--- src/rtl/sat_accum_16bit.sv ---
// ---------------------------------------------------------------------------
// sat_accum_16bit
//
// A job-based saturating accumulator. A job starts from IDLE when start is
// high. It captures an operand count (len, where 0 means 2^LEN_W) and clears
// the accumulator. It then accepts that many signed 16-bit operands. Each
// operand is added to or subtracted from the accumulator with saturation.
// The final value and a sticky overflow flag are presented until the
// consumer takes them.
//
// Ports
//   clk        : clock, rising-edge active
//   rst        : asynchronous active-high reset
//   start      : job request, honoured only in IDLE
//   len        : operand count for the job (0 encodes 2^LEN_W)
//   in_valid   : operand present on in_data / in_sub
//   in_ready   : block accepts an operand this cycle (ACCUM state)
//   in_data    : two's-complement operand
//   in_sub     : 1 = subtract operand, 0 = add operand
//   out_valid  : final result valid on acc / ovfl (DONE state)
//   out_ready  : consumer takes the result
//   acc        : running or final saturated accumulator
//   ovfl       : sticky saturation flag for the current job
//   busy       : high whenever the block is not IDLE
// ---------------------------------------------------------------------------
module sat_accum_16bit #(
    parameter int LEN_W = 4
) (
    input  logic             clk,
    input  logic             rst,
    input  logic             start,
    input  logic [LEN_W-1:0] len,
    input  logic             in_valid,
    output logic             in_ready,
    input  logic [15:0]      in_data,
    input  logic             in_sub,
    output logic             out_valid,
    input  logic             out_ready,
    output logic [15:0]      acc,
    output logic             ovfl,
    output logic             busy
);

    typedef enum logic [1:0] {
        IDLE  = 2'd0,
        ACCUM = 2'd1,
        DONE  = 2'd2
    } state_t;

    state_t             state_q, state_d;
    logic signed [15:0] acc_q, acc_d;
    logic               ovfl_q, ovfl_d;
    logic [LEN_W:0]     rem_q, rem_d;

    logic signed [15:0] operand;
    logic signed [15:0] raw_res;
    logic               step_ovf;
    logic signed [15:0] sat_res;

    // 16-bit wrapped add/subtract.
    function automatic logic signed [15:0] raw_step(
        input logic signed [15:0] a,
        input logic signed [15:0] b,
        input logic               sub
    );
        return sub ? (a - b) : (a + b);
    endfunction

    // Overflow is judged from sign bits only. For subtraction, the case
    // b = 0x8000 is caught naturally: it differs in sign from any
    // non-negative acc, and the wrapped result then stays negative.
    function automatic logic step_overflow(
        input logic signed [15:0] a,
        input logic signed [15:0] b,
        input logic               sub,
        input logic signed [15:0] r
    );
        if (sub)
            return (a[15] != b[15]) && (r[15] != a[15]);
        else
            return (a[15] == b[15]) && (r[15] != a[15]);
    endfunction

    // Clamp toward the side the accumulator was already on.
    function automatic logic signed [15:0] saturate(
        input logic signed [15:0] a,
        input logic signed [15:0] r,
        input logic               ovf
    );
        if (!ovf)
            return r;
        return a[15] ? 16'sh8000 : 16'sh7FFF;
    endfunction

    assign operand  = in_data;
    assign raw_res  = raw_step(acc_q, operand, in_sub);
    assign step_ovf = step_overflow(acc_q, operand, in_sub, raw_res);
    assign sat_res  = saturate(acc_q, raw_res, step_ovf);

    always_comb begin
        state_d = state_q;
        acc_d   = acc_q;
        ovfl_d  = ovfl_q;
        rem_d   = rem_q;
        case (state_q)
            IDLE: begin
                if (start) begin
                    acc_d   = '0;
                    ovfl_d  = 1'b0;
                    // A zero count selects the full 2^LEN_W operands.
                    rem_d   = (len == '0) ? {1'b1, {LEN_W{1'b0}}} : {1'b0, len};
                    state_d = ACCUM;
                end
            end
            ACCUM: begin
                if (in_valid) begin
                    acc_d  = sat_res;
                    ovfl_d = ovfl_q | step_ovf;
                    rem_d  = rem_q - (LEN_W+1)'(1);
                    if (rem_q == (LEN_W+1)'(1))
                        state_d = DONE;
                end
            end
            DONE: begin
                if (out_ready)
                    state_d = IDLE;
            end
            default: state_d = IDLE;
        endcase
    end

    always_ff @(posedge clk or posedge rst) begin
        if (rst) begin
            state_q <= IDLE;
            acc_q   <= '0;
            ovfl_q  <= 1'b0;
            rem_q   <= '0;
        end else begin
            state_q <= state_d;
            acc_q   <= acc_d;
            ovfl_q  <= ovfl_d;
            rem_q   <= rem_d;
        end
    end

    // Handshake outputs decode straight from the state register.
    assign in_ready  = (state_q == ACCUM);
    assign out_valid = (state_q == DONE);
    assign busy      = (state_q != IDLE);
    assign acc       = acc_q;
    assign ovfl      = ovfl_q;

endmodule
--- config.mk ---
export PLATFORM = sky130hd
export DESIGN_NAME = sat_accum_16bit
export DESIGN_NICKNAME = d
export VERILOG_FILES = /design/src/rtl/sat_accum_16bit.sv
export SDC_FILE = /design/constraint.sdc
export NUM_CORES = 1
export LEC_CHECK = 0
export CORE_MARGIN = 2
export CORE_UTILIZATION = 30
export DETAILED_ROUTE_END_ITERATION = 7
export GPL_ROUTABILITY_DRIVEN = 0
export PLACE_DENSITY = 0.59
export SYNTH_ARGS = -nofsm -noshare
export SYNTH_HDL_FRONTEND = slang
export SYNTH_SLANG_ARGS = --single-unit
--- constraint.sdc ---
create_clock -name clk -period 2.6 [get_ports clk]
set_input_delay 0.39 -clock clk [delete_from_list [all_inputs] [get_ports clk]]
set_output_delay 0.39 -clock clk [all_outputs]
set_load 0.01 [all_outputs]
; After elaboration in Yosys (flattened, before gate mapping)
; Index checks and enable logic that the tools add are counted.
[totals]
ff_bits = 24
input_bits = 26
output_inout_bits = 20
wordCells = 45
[classes]
add_sub_neg = 3
n_eq_ne = 10
mux = 19
n_bitwise = 1
n_reduce_logical = 8
[ops]
columns = cell, n
row1 = 2-to-1 mux 16 bit, 5
row2 = case mux 16 bit (2 select lines), 1
row3 = adder 16 bit, 1
row4 = subtractor 16 bit, 1
row5 = 2-to-1 mux 5 bit, 3
row6 = case mux 5 bit (2 select lines), 1
row7 = 2-to-1 mux 2 bit, 4
row8 = case mux 2 bit (3 select lines), 1
row9 = equality test 5 x 1 -> 1 bit (second input constant), 1
row10 = subtractor 5 x 1 -> 5 bit (second input constant), 1
row11 = logical NOT 4 bit, 1
row12 = != test 2 x 1 -> 1 bit (second input constant), 2
row13 = != test 2 bit (second input constant), 2
row14 = AND reduction 4 bit, 1
row15 = nonzero test 2 bit, 2
row16 = 2-to-1 mux 1 bit, 3
row17 = AND reduction 3 bit, 1
row18 = equality test 2 x 1 -> 1 bit (second input constant), 1
row19 = equality test 2 bit (second input constant), 1
row20 = logical AND 1 bit, 2
row21 = logical NOT 2 bit, 1
row22 = != test 1 bit, 2
row23 = case mux 1 bit (2 select lines), 1
row24 = equality test 1 bit, 1
row25 = OR 1 bit, 1

; Depth between registers and ports, before layout
; Gate-level depths: netlist (run 1).
[depth]
depth_word = 8
mapped_depth = 17
ltp_nobuf = 16

; Worst setup path before layout (run 1)
; OpenSTA, ideal clock, no wires.
[synth_timing]
path_type = in2reg
startpoint = input port in_data[0]
endpoint = register acc_q[3], in the netlist acc[3]
setup_ns = 0.143
arrival_ns = 3.294
t_required_ns = 2.457
path_slack_ns = -0.837
stages = 17
path_buffers = 1
cell_sequence = inv_1 > ha_1 > nor2b_1 > nand2_1 > nor2_1 > a21o_1 > o21ai_0 > xnor2_1 > ha_1 > and3_1 > a221oi_1 > o21ai_0 > or3_4 > and2_4 > mux2i_4 > buf_6 > a22oi_1
[synth_via]
elab_chain_len = 8
word_cells_on_any_way = 10
classes_between = add/sub (2) / eq/ne (1) / mux (5) / reduce/logical (2)
[synth_rtl]
columns = item, line
row1 = from (decl), 35  ; input logic [15:0] in_data,
row2 = adder 16 bit or subtractor 16 bit (tied branches), 66  ; return sub ? (a - b) : (a + b);
row3 = 2-to-1 mux 16 bit *, 66
row4 = != test 1 bit, "79, 81"
row5 = "logical AND 1 bit, on equally long branches", "81, 79"
row6 = 2-to-1 mux 1 bit, 78  ; if (sub)
row7 = 2-to-1 mux 16 bit *, 92  ; return a[15] ? 16'sh8000 : 16'sh7FFF;
row8 = 2-to-1 mux 16 bit *, 116  ; if (in_valid) begin
row9 = case mux 16 bit (2 select lines) *, 105  ; case (state_q)
row10 = to (signal assigned), 135  ; acc_q <= '0;
row11 = to (signal assigned), 140  ; acc_q <= acc_d;
row12 = to (decl), 51  ; logic signed [15:0] acc_q, acc_d;
; Mark *: on every way between the ends. The rest lies on a longest branch, timed or not. The select of a mux whose other input is x is not followed.
; A chain may end at the register's enable or synchronous reset.

; Worst setup path after layout (run 1)
[layout_timing]
startpoint = input port in_sub
endpoint = register acc_q[12], in the netlist acc[12]
[layout_via]
elab_chain_len = 7
word_cells_on_any_way = 8
classes_between = eq/ne (1) / mux (5) / reduce/logical (2)
[layout_rtl]
columns = item, line
row1 = from (decl), 36  ; input logic in_sub,
row2 = 2-to-1 mux 16 bit, 66
row3 = != test 1 bit, "79, 81"
row4 = "logical AND 1 bit, on equally long branches", "81, 79"
row5 = 2-to-1 mux 1 bit, 78
row6 = 2-to-1 mux 16 bit *, 92
row7 = 2-to-1 mux 16 bit *, 116
row8 = case mux 16 bit (2 select lines) *, 105
; Marked as above.

==> impl_metrics.tcl, run 1 <==
set metrics [dict create \
    outcome "finished with violations" \
    violations "negative setup slack" \
    relSlewSlack_pct 54.3 \
    setup_violations 17 \
    wl_per_cell_um 12.8 \
    drive_above_1_share_pct 34.0 \
    yosysSeqAreaShare_pct 25.8 \
    netlist_area_mm2 0.00233 \
    worstPathArrival_ns 3.30 \
    layout_setup_ws_ns -0.550 \
    finalMaxSlewViolations 0 \
    synth_top_area_share_pct 25.8 \
    die_area_mm2 0.00850 \
    clockPowerShare_pct 8.4 \
    drcViolationCount 0 \
    max_freq_mhz 317 \
    ys_ff_latch 24 \
    synth_edf_count 0 \
    core_region_area_mm2 0.00765 \
    track_usage_pct 16.5 \
    crit_family "buffers and inverters" \
    critical_path_class "in -> reg" \
    pin_count 46 \
    yosysWarnings 0 \
    yosysMostFrequentCell "a21oi_1" \
    first_global_vias 2525 \
    hpwl_um 5250 \
    synth_nets 337 \
    netSwitchingPower_uw 1650 \
    pre_cts_ws_ns -1.31 \
    cp-end-kind "register" \
    diodes 0 \
    period_share_pct 121 \
    switching_share_pct 41.0 \
    rsz0062_at_grt "yes" \
    via_per_inst 4.88 \
    num_rows 32 \
    port_buffers 45 \
    grt_pass1_wl_um 11300 \
    ir_drop_mv 0.541 \
    period_minus_slack_ns 3.15 \
    syn_to_final_growth_pct 64.2 \
    start_kind "primary input" \
    synth_area_leaders "dfrtp_1 26%, ha_1 9.7%, xnor2_1 8.3%" \
    power.internal_uw 2380 \
    worst-slew-pin-transition_ns 0.686 \
    hold_viol_final 0 \
    cts_max_level 1 \
    ys_top_cells_by_count "32 x a21oi_1, 29 x nand2_1, 25 x nor2_1" \
    fin_nets 470 \
    whs_ns 0.466 \
    antenna_found_initial 0 \
    finalNonFillerCells 526 \
    syn_inst 292 \
    drtIter0Drc 76 \
    synth-main-ff-cell "dfrtp_1" \
    yosysTopAreaCell "dfrtp_1" \
    die_x_um 92.2 \
    required_ns 2.75 \
    avgSynthCellArea_um2 7.99 \
    cp_max_fo 9 \
    clock_sinks 24 \
    ff2ff_setup_slack_ns 0.05 \
    grt-ovfl-total 0 \
    vias 2566 \
    clkSlewWorstSetupHoldPaths_ns 0.09 \
    power.leakage_uw 0.00177 \
    dp_cells 513 \
    cap_violations 0 \
    die_h_um 92.2 \
    postRouteWirelength_um 6730 \
    crit_buf_inv 4 \
    power_frac_seq_pct 17.3 \
    ant_nets 0 \
    critical_path.max_stage_delay_ns 0.42 \
    grt_max_degree 25 \
    cts_tree "done" \
    ys_types 52 \
    initial_utilization_pct 30.5 \
    fin_skew_ns 0.00312 \
    worst_path_max_delay_cell "clkdlybuf4s50_1" \
    powerDensity_mw_per_mm2 1050 \
    p_comb_share_pct 74.2 \
    clock_latency_ns 0.27 \
    clock_path_buffers 2 \
    numCtsBuffers 3 \
    drt_pass1_iterations 4 \
    cp_cell_sequence "clkdlybuf4s50_1, buf_6, buf_4, a21oi_1, xnor2_1, ha_1, o211ai_1, a21o_1, a211oi_1, or3_4, and2_4, mux2i_4, clkbuf_16, a31oi_4" \
    synth-async-reset-ratio_pct 100 \
    cts-root-buf "clkbuf_8" \
    hp-class "in -> async" \
]
-- worst reg2reg max path: stages (launching register included) --
cell and delay [ns]:
dfrtp_1 0.40, ha_1 0.34, a21o_1 0.23, a221oi_4 0.33
o21ai_1 0.11, or3_4 0.34, and2_4 0.16, mux2i_4 0.24
clkbuf_16 0.21, a31oi_4 0.07
-- cells in the final DEF, fill, tap and decap left out, types with 3 or more instances in the layout --
master and instances:
buf_4 88, clkdlybuf4s50_1 31, a21oi_1 29, nand2_1 27, nor2_1 24, dfrtp_1 24
xnor2_1 22, ha_1 17, inv_1 14, a21o_1 9, a22oi_2 9, buf_2 9
o21ai_0 8, nand2b_1 5, o21a_1 4, and2_1 4, a31oi_1 4, xor2_1 4
a22oi_1 4, nor3_1 4, o211ai_1 3, o21ai_1 3, a21oi_2 3, a211oi_1 3
nor2b_1 3, a21boi_0 3, clkbuf_8 3
-- repair_timing --
action	in CTS	in global routing
hold buffers	0	0
endpoints found under the hold margin	0	0
pin swaps	30	22
gates cloned	1	0
resized for setup	72	15
endpoints found under the setup margin	17	17
buffers inserted	8	1
-- kinds of logic after synthesis --
| logic type | Yosys count | synth area share [%] |
|---|---|---|
| compound gates | 98 | 27.3 |
| xor+xnor | 26 | 9.76 |
| fa+ha+maj | 19 | 10.5 |
| buf+inv | 27 | 4.67 |
| flops | 24 | 25.8 |
| mux | 3 | 1.88 |
| simple gates | 95 | 20.2 |
-- power groups by stage --
stage          clock network (uW)  logic, uW  registers [uW]
3_3_place_gp                    0       2680             711
2_1_floorplan                   0       1490             728
6_report                      339       2990             699
4_1_cts                       346       2920             703
3_5_place_dp                    0       2710             709
5_1_grt                       359       3300             726
-- through the flow --
stage	setup TNS, ns	area, um2	total power (uW)	util, %
finish	-8.67	3830	4030	50.1
global route	-11.25	3830	4390	50.1
CTS	-10.01	3770	3970	49.3
detailed placement	-21.72	3560	3420	46.5
global placement	-20.63	3560	3390	46.5
floorplan	-9.22	2370	2210	-
-- worst paths after layout --
check	depth (start not counted)	endpoint	from
worst max-delay path	14	acc[12]	in_sub
worst min-delay path	3	state_q[0]	rst
worst max register to register	9	acc[12]	acc[13]
worst min register to register	1	state_q[0]	state_q[1]
max in group asynchronous	3	acc[5]	rst
min in group clk	1	state_q[0]	state_q[1]
-- layer usage --
| metal | GRT usage [%] | up-vias | routed length (um) |
|---|---|---|---|
| met3 | 2.88 | 2 | 187 |
| met2 | 30.9 | 23 | 3490 |
| met5 | 0 | - | 0 |
| met4 | 1.37 | 0 | 14 |
| li1 | - | 1318 | - |
| met1 | 20.3 | 1223 | 3040 |
-- cell type report --
| class | count | area [um2] |
|---|---|---|
| clock inverter | 1 | 30.0 |
| inverter | 17 | 68.8 |
| timing repair buffer | 138 | 1160 |
| sequential | 24 | 601 |
| tap | 102 | 128 |
| fill | 736 | 3820 |
| clock buffer | 3 | 41.3 |
| multi-input combinational | 241 | 1800 |
-- flip-flops by register name, summed over array words and instances (netlist names) --
register  flops
acc          16
rem_q         5
state_q       2
ovfl          1
Note: power is estimated with default switching activity, not from simulation.
==> inputs of run 2 (changes only) <==
Settings changed: CORE_UTILIZATION 30 to 49, CTS_BUF_LIST set to sky130_fd_sc_hd__clkbuf_8, PLACE_DENSITY 0.59 to 0.85, TNS_END_PERCENT set to 1.
==> impl_metrics.tcl, run 2 (synthesis results as in run 1) <==
set metrics [dict create \
    ir_drop_mv 0.695 \
    layout_commonest_cell "buf_4" \
    first_global_vias 2907 \
    via_per_inst 6.32 \
    fin_util_pct 79.1 \
    diodes 0 \
    core_region_area_mm2 0.00466 \
    pin_count 46 \
    critical_path.max_stage_delay_ns 0.51 \
    track_usage_pct 33.4 \
    period_share_pct 129 \
    dp_cells 452 \
    cap_violations 0 \
    ant_nets 0 \
    num_rows 25 \
    initial_utilization_pct 50.0 \
    outcome "finished with violations" \
    grt_pass1_wl_um 13600 \
    power.internal_uw 2250 \
    switching_share_pct 45.1 \
    critical_path_class "in -> reg" \
    hold_viol_final 0 \
    ff2ff_setup_slack_ns -0.18 \
    grt_max_degree 26 \
    syn_to_final_growth_pct 58.2 \
    worst_path_max_delay_cell "or4_4" \
    drive_above_1_share_pct 32.2 \
    netSwitchingPower_uw 1850 \
    relSlewSlack_pct 45.4 \
    cts_tree "done" \
    cp-end-kind "register" \
    p_comb_share_pct 73.3 \
    pre_cts_ws_ns -1.31 \
    fin_skew_ns 0.00830 \
    cts_max_level 1 \
    wl_per_cell_um 18.8 \
    crit_family "simple AND/OR/NAND/NOR gates" \
    antenna_found_initial 0 \
    die_h_um 73.0 \
    clock_sinks 24 \
    start_kind "primary input" \
    power_frac_seq_pct 18.2 \
    reg2reg_depth 8 \
    die_x_um 73.0 \
    clock_path_buffers 2 \
    drtIter0Drc 267 \
    drcViolationCount 0 \
    period_minus_slack_ns 3.36 \
    setup_tns_ns -12.00 \
    crit_buf_inv 1 \
    die_area_mm2 0.00533 \
    largest_reg_flops 16 \
    rsz0062_at_grt "yes" \
    port_buffers 45 \
    violations "negative setup slack" \
    max_freq_mhz 298 \
    cp_cell_sequence "buf_2, or4_4, or2b_1, nand2_1, xnor2_2, ha_1, and3_4, a221oi_4, o21ai_1, or3_4, and2_4, mux2i_4, a221oi_1" \
    setup_violations 17 \
    drt_pass1_iterations 6 \
    cts-root-buf "clkbuf_8" \
    fin_nets 462 \
    final_cell_mix "80 x buf_4, 30 x clkdlybuf4s50_1, 29 x nand2_1, 29 x a21oi_1" \
    powerDensity_mw_per_mm2 1110 \
    worst-slew-pin-transition_ns 0.819 \
    cts-hold-fix-buffers 0 \
    power.leakage_uw 0.00173 \
    vias 2969 \
    numCtsBuffers 3 \
    required_ns 2.77 \
    reg2reg_to "ovfl" \
    clock_latency_ns 0.28 \
    finalMaxSlewViolations 0 \
    grt-ovfl-total 0 \
    worstPathArrival_ns 3.53 \
    clkSlewWorstSetupHoldPaths_ns 0.10 \
    finalNonFillerCells 470 \
    finalPower_uw 4100 \
    cp_max_fo 3 \
    hpwl_um 5550 \
    hp-class "in -> async" \
    postRouteWirelength_um 8820 \
    layout_setup_ws_ns -0.759 \
    clockPowerShare_pct 8.4 \
    reg2reg_from "acc[6]" \
]
==> run 2: worst max path at each step <==
stage / from / endpoint / slack, ns / cells past startpoint
2_1_floorplan: in_data[0] / acc[3] / -0.63 / 17
3_3_place_gp: in_data[0] / acc[13] / -1.14 / 18
3_5_place_dp: in_data[0] / acc[3] / -1.31 / 18
4_1_cts: in_data[1] / acc[3] / -0.59 / 18
5_1_grt: in_data[8] / acc[6] / -0.82 / 14
6_report: in_data[11] / ovfl / -0.76 / 13
==> run 2: final cells by class <==
cell class              instances  area (um2)
clock buffers                   3        41.3
clock inverters                 1        30.0
fillers                       298         972
inverters                      17        68.8
multi-input cells             241        1780
flip-flops and latches         24         601
well taps                      54        67.6
repair buffers                130        1100
==> run 2: routing by layer <==
metal,GRT usage (%),wire [um],up-vias
met4,18.3,492,0
li1,-,-,1303
met2,59.7,4470,195
met5,0,0,-
met3,6.63,621,59
met1,36.5,3230,1412
==> run 2: power by group through the flow <==
stage	combinational [uW]	clock [uW]	sequential [uW]
after floorplan	1480	0	728
after global placement	2460	0	720
after detailed placement	2580	0	733
after CTS	2850	336	731
after global routing	3200	356	761
final	3010	346	747
==> run 2: worst reg2reg max path, cell delays in order, from the launching register on <==
cell and delay (ns):
dfrtp_1 0.47, ha_1 0.35, o21a_1 0.14, o21ai_0 0.38, a211oi_1 0.13, or3_4 0.42
and2_4 0.20, mux2i_4 0.21, a221oi_1 0.37
==> run 2: repair_timing <==
action / in CTS / in global routing
gates cloned: 2 / 0
setup endpoints to repair: 17 / 17
buffers inserted: 12 / 0
pin swaps: 32 / 5
gates resized for setup: 80 / 4
==> run 2: per-stage QoR <==
step	hold WS (ns)	cell area, um2
2_1_floorplan	0.405	2350
3_3_place_gp	0.470	3370
3_5_place_dp	0.482	3370
4_1_cts	0.469	3670
5_1_grt	0.506	3690
6_report	0.449	3690
